**config.mk**
```make
export PLATFORM = sky130hd
export DESIGN_NAME = rf_wb_queue
export DESIGN_NICKNAME = d
export VERILOG_FILES = /design/src/rtl/rf_wb_queue.sv
export SDC_FILE = /design/constraint.sdc
export NUM_CORES = 1
export LEC_CHECK = 0
export BUFFER_PORTS_ARGS = -buffer_cell sky130_fd_sc_hd__buf_2
export CORE_MARGIN = 4
export CORE_UTILIZATION = 50
export DETAILED_ROUTE_END_ITERATION = 7
export GPL_TIMING_DRIVEN = 1
export PLACE_DENSITY = 0.7
export SYNTH_ARGS = -nofsm -noshare
export SYNTH_HDL_FRONTEND = slang
export SYNTH_SLANG_ARGS = --single-unit
```
**constraint.sdc**
```tcl
create_clock -name clk -period 4 [get_ports clk]
set_input_delay 0.4 -clock clk [delete_from_list [all_inputs] [get_ports clk]]
set_output_delay 0.4 -clock clk [all_outputs]
set_load 0.005 [all_outputs]
```
**src/rtl/rf_wb_queue.sv**
```systemverilog
// Writeback queue in front of a single-write-port register file, with hazard lookup for two read ports.
// Optional same-cycle bypass when empty: define RF_WB_BYPASS_EN.
module rf_wb_queue #(
   parameter int DEPTH = 4,
   parameter int AW    = 4,
   parameter int DW    = 32
) (
   input  logic                     clk,
   input  logic                     reset,
   input  logic                     wb_valid,
   input  logic [AW-1:0]            wb_addr,
   input  logic [DW-1:0]            wb_data,
   output logic                     wb_ready,
   input  logic                     drain_en,
   output logic                     wea,
   output logic [AW-1:0]            waddr,
   output logic [DW-1:0]            wdata,
   input  logic [AW-1:0]            q0addr,
   input  logic [AW-1:0]            q1addr,
   output logic                     q0pend,
   output logic                     q1pend,
   output logic [$clog2(DEPTH):0]   count
);

   localparam int PW = $clog2(DEPTH);
   localparam int CW = PW + 1;

   logic [AW-1:0] addr_q [DEPTH];
   logic [AW-1:0] addr_d [DEPTH];
   logic [DW-1:0] data_q [DEPTH];
   logic [DW-1:0] data_d [DEPTH];
   logic [PW-1:0] rd_ptr_q, rd_ptr_d;
   logic [PW-1:0] wr_ptr_q, wr_ptr_d;
   logic [CW-1:0] count_q, count_d;
   logic          wea_q, wea_d;
   logic [AW-1:0] waddr_q, waddr_d;
   logic [DW-1:0] wdata_q, wdata_d;
   logic          push_s, pop_s, bypass_s;
   logic          q0_hit_s, q1_hit_s;

   // Entry idx holds live data when its distance from the head is below the fill level.
   function automatic logic occupied(input logic [PW-1:0] idx, input logic [PW-1:0] rd,
                                     input logic [CW-1:0] cnt);
      logic [PW-1:0] off;
      off = idx - rd;
      return ({1'b0, off} < cnt);
   endfunction

   // Handshake decode: accept, drain and (optionally) bypass conditions.
   always_comb begin
      wb_ready = (count_q < CW'(DEPTH));
      pop_s    = drain_en && (count_q != '0);
`ifdef RF_WB_BYPASS_EN
      bypass_s = drain_en && wb_valid && (count_q == '0);
`else
      bypass_s = 1'b0;
`endif
      push_s   = wb_valid && wb_ready && !bypass_s;
   end

   // Next-state for storage, pointers, fill level and the registered write port.
   always_comb begin
      addr_d   = addr_q;
      data_d   = data_q;
      rd_ptr_d = rd_ptr_q;
      wr_ptr_d = wr_ptr_q;
      wea_d    = 1'b0;
      waddr_d  = waddr_q;
      wdata_d  = wdata_q;
      count_d  = count_q;

      if (push_s) begin
         addr_d[wr_ptr_q] = wb_addr;
         data_d[wr_ptr_q] = wb_data;
         wr_ptr_d         = wr_ptr_q + PW'(1);
      end else begin
         wr_ptr_d = wr_ptr_q;
      end

      if (pop_s) begin
         wea_d    = 1'b1;
         waddr_d  = addr_q[rd_ptr_q];
         wdata_d  = data_q[rd_ptr_q];
         rd_ptr_d = rd_ptr_q + PW'(1);
      end else if (bypass_s) begin
         wea_d   = 1'b1;
         waddr_d = wb_addr;
         wdata_d = wb_data;
      end else begin
         wea_d = 1'b0;
      end

      case ({push_s, pop_s})
         2'b10:   count_d = count_q + CW'(1);
         2'b01:   count_d = count_q - CW'(1);
         default: count_d = count_q;
      endcase
   end

   // Hazard lookup: any live entry or the write currently on the port.
   always_comb begin
      q0_hit_s = wea_q && (waddr_q == q0addr);
      q1_hit_s = wea_q && (waddr_q == q1addr);
      for (int i = 0; i < DEPTH; i++) begin
         if (occupied(PW'(i), rd_ptr_q, count_q)) begin
            if (addr_q[i] == q0addr) q0_hit_s = 1'b1;
            else                     q0_hit_s = q0_hit_s;
            if (addr_q[i] == q1addr) q1_hit_s = 1'b1;
            else                     q1_hit_s = q1_hit_s;
         end else begin
            q0_hit_s = q0_hit_s;
            q1_hit_s = q1_hit_s;
         end
      end
      q0pend = q0_hit_s;
      q1pend = q1_hit_s;
   end

   // State registers; reset discards queued entries and clears the write port.
   always_ff @(posedge clk) begin
      if (reset) begin
         addr_q   <= '{default: '0};
         data_q   <= '{default: '0};
         rd_ptr_q <= '0;
         wr_ptr_q <= '0;
         count_q  <= '0;
         wea_q    <= 1'b0;
         waddr_q  <= '0;
         wdata_q  <= '0;
      end else begin
         addr_q   <= addr_d;
         data_q   <= data_d;
         rd_ptr_q <= rd_ptr_d;
         wr_ptr_q <= wr_ptr_d;
         count_q  <= count_d;
         wea_q    <= wea_d;
         waddr_q  <= waddr_d;
         wdata_q  <= wdata_d;
      end
   end

   assign wea   = wea_q;
   assign waddr = waddr_q;
   assign wdata = wdata_q;
   assign count = count_q;

endmodule

```
==> flow_metrics.py <==
metrics = {
    "floorplanning": {
        "num_rows": 46,
        "die_w_um": 136.7,
        "dieArea_mm2": 0.01870,
        "core_area_mm2": 0.01606,
        "start_util": 0.5161,
        "die_h_um": 136.7,
        "ios": 91,
    },
    "synth": {
        "mappedNetlistArea_mm2": 0.008288,
        "yosys.area.top_type": "dfxtp_1",
        "yosysTopAreaCellShare": 0.4541,
        "synthFlopType": "dfxtp_1",
        "synthMuxAreaShare": 0.09783,
        "yosysMostFrequentCell": "nand2_1",
        "ys_ff_latch": 188,
        "synth_top_family_by_area": "simple AND/OR/NAND/NOR gates",
        "post_synth.cell_area_avg_um2": 8.660,
        "syn_nets": 1015,
        "ys_warn_count": 0,
        "synth_compound_area_frac": 0.1304,
        "synthXorXnorAreaFrac": 0.04861,
        "ys_async_sr_fraction": 0,
        "syn_inst": 957,
        "synth_fa_ha_area_frac": 0.01600,
        "ys_types": 34,
        "synthTopCellsByCount": "nand2_1, dfxtp_1, a21oi_1",
        "synth_top_cells_by_area": "dfxtp_1, nand2_1, a21oi_1",
        "synth_edf_count": 0,
        "ys_seq_area_frac": 0.4541,
        "synthSimpleGateAreaFrac": 0.1890,
    },
    "setup_path": {
        "worstSetupEndpoint": "q0pend",
        "critPathRequiredTime_ns": 3.60,
        "worstSetupPathType": "reg -> out",
        "regToRegEndpoint": "count[2]$_SDFFE_PP0P_",
        "startpoint_type": "register",
        "crit_fanout": 37,
        "rr_worst_depth": 9,
        "r2r_slack_ns": 1.38,
        "worstSetupStartpoint": "rd_ptr_q[1]$_SDFFE_PP0P_",
        "r2r-start": "count[2]$_SDFFE_PP0P_",
        "crit_arrival_ns": 2.45,
        "worstSetupEndpointType": "output port",
    },
    "sta": {
        "maxSlewViolCount": 0,
        "fin_crit_sh": 0.7120,
        "fin_setup_tns_ns": 0,
        "hold_viol": 0,
        "worst_slew_pin_slew_ns": 0.9150,
        "layout_setup_ws_ns": 1.152,
        "fmax_ghz": 0.3511,
        "finalClockSkew_ns": 0.01774,
        "finalCriticalPeriod_ns": 2.848,
        "rsz0062_at_grt": "no",
        "setup_viol": 0,
        "hold_ws_ns": 0.2341,
        "slew_headroom": 0.3900,
    },
    "placed_design": {
        "place_area_mm2": 0.008586,
        "hpwl_mm": 11.40,
        "pre_cts_ws_ns": 1.384,
        "placed_cells": 1193,
        "gp_congestion": 0.8206,
        "portBuffers": 90,
    },
    "final_layout": {
        "final_area_mm2": 0.009216,
        "stdcell_count": 1225,
        "finish.utilization": 0.5739,
        "nets": 1054,
        "syn_to_final_growth_pct": 11.20,
        "n_antenna_cell": 0,
        "drive_above_1_share": 0.1972,
    },
    "global_routing": {
        "grt.total_usage": 0.2163,
        "grt_max_degree": 116,
        "grt_pass1_wl_mm": 32.02,
        "antenna_found_initial": 0,
        "grt_pass1_vias": 6300,
        "overflow": 0,
    },
    "drt": {
        "ant_nets": 0,
        "dr.pass1.iters": 5,
        "wire_per_inst_um": 16.10,
        "vias": 6450,
        "drc_errors": 0,
        "drt_wl_total_mm": 19.72,
        "vias_per_cell": 5.265,
        "first_iter_violations": 574,
    },
    "pwr": {
        "ir_worst_vdd_v": 0.0003568,
        "power_mw": 5.356,
        "power_density_mw_per_mm2": 581.1,
        "p_leak_nw": 3.378,
    },
    "cts": {
        "cts_hold_buf": 0,
        "cts_sinks": 188,
        "path_clk_slew_ns": 0.07,
        "ctsRootBufferMaster": "clkbuf_16",
        "cts_resized": 0,
        "clk_latency_ns": 0.44,
        "cts_buffers": 17,
        "cts_tree": "done",
        "clockBufferDepth": 2,
        "cts_setup_buffers": 0,
        "h-tree-depth": 4,
    },
    "flow_run": {
        "cap_violations": 0,
    },
    "run_status": {
        "status": "finished clean",
    },
    "worst_hold_path": {
        "min_path_type": "in -> reg",
    },
}
worst max-delay path, cell delays in order, from the launching register on:
cell     delay [ns]
dfxtp_2        0.34
buf_4          0.50
xnor2_1        0.21
inv_1          0.07
ha_1           0.17
and2b_2        0.18
a31oi_1        0.23
a22oi_1        0.11
nand3_1        0.10
buf_2          0.11
metal layers:
metal	up-vias	wire length, um	part of all wire	global-route usage
li1	3234	-	-	-
met1	3061	8819	0.45	0.2843
met2	134	9741	0.49	0.3694
met3	21	900	0.046	0.03860
met4	0	259	0.013	0.05599
met5	-	0	0	0
state kept, by name, indices dropped and copies added, names as in the netlist:
signal and count:
rd_ptr_q 2, wr_ptr_q 2, data_q 128, wdata 32, waddr 4, count 3
addr_q 16, wea 1
report_power, final:
| part | switching (mW) | leakage [nW] | internal [mW] |
|---|---|---|---|
| Combinational | 0.804 | 1.55 | 0.524 |
| Clock | 0.748 | 0.302 | 1.07 |
| Sequential | 0.155 | 1.53 | 2.05 |
cells by family (layout without fill, tap and decap cells):
group | count (synthesis) | in the layout
compound gates | 195 | 195
xor+xnor | 46 | 46
fa+ha+maj | 10 | 10
buf+inv | 85 | 137
flops | 188 | 188
mux | 36 | 36
simple gates | 397 | 397
placed cells by master, fill, tap and decap left out, types with 2 or more instances in the layout:
| cell type | synthesis | routed |
|---|---|---|
| nor2_1 | 9 | 9 |
| o21ai_0 | 3 | 3 |
| and2b_2 | 2 | 2 |
| clkinvlp_4 | 0 | 2 |
| buf_4 | 6 | 4 |
| ha_1 | 9 | 9 |
| xnor2_1 | 6 | 6 |
| xor2_1 | 40 | 40 |
| inv_1 | 9 | 9 |
| clkbuf_1 | 28 | 2 |
| buf_2 | 23 | 89 |
| clkbuf_16 | 0 | 17 |
| nor3_1 | 2 | 2 |
| a21oi_1 | 162 | 162 |
| nor4_1 | 8 | 8 |
| bufinv_16 | 0 | 4 |
| and2_4 | 2 | 2 |
| dfxtp_1 | 188 | 186 |
| nand2_2 | 4 | 4 |
| mux4_2 | 36 | 36 |
| and2_2 | 2 | 2 |
| nand3_1 | 4 | 4 |
| a21oi_2 | 22 | 22 |
| nand2_1 | 361 | 361 |
| a31oi_1 | 2 | 2 |
| a22oi_1 | 4 | 4 |
| inv_6 | 0 | 4 |
worst min path at each step:
stage,from,endpoint,slack [ns],depth (start not counted)
after floorplan,data_q[32]$_SDFFE_PP0P_,data_q[32]$_SDFFE_PP0P_,0.43,2
after global placement,wdata[29]$_SDFFE_PP0P_,wdata[29]$_SDFFE_PP0P_,0.44,2
after detailed placement,data_q[41]$_SDFFE_PP0P_,data_q[41]$_SDFFE_PP0P_,0.44,2
after CTS,wb_data[6],data_q[70]$_SDFFE_PP0P_,0.23,3
after global routing,wb_data[5],data_q[69]$_SDFFE_PP0P_,0.23,3
final,wb_data[23],data_q[55]$_SDFFE_PP0P_,0.23,3
final cells by class:
class                   instances  area, um^2
multi-input cells             684        4003
clock inverters                12       183.9
repair buffers                 95       506.7
well taps                     216       270.3
clock buffers                  20       446.7
inverters                      10       37.54
fillers                      1461        6842
flip-flops and latches        188        3769
No activity file was read; power rests on OpenSTA's default activity.
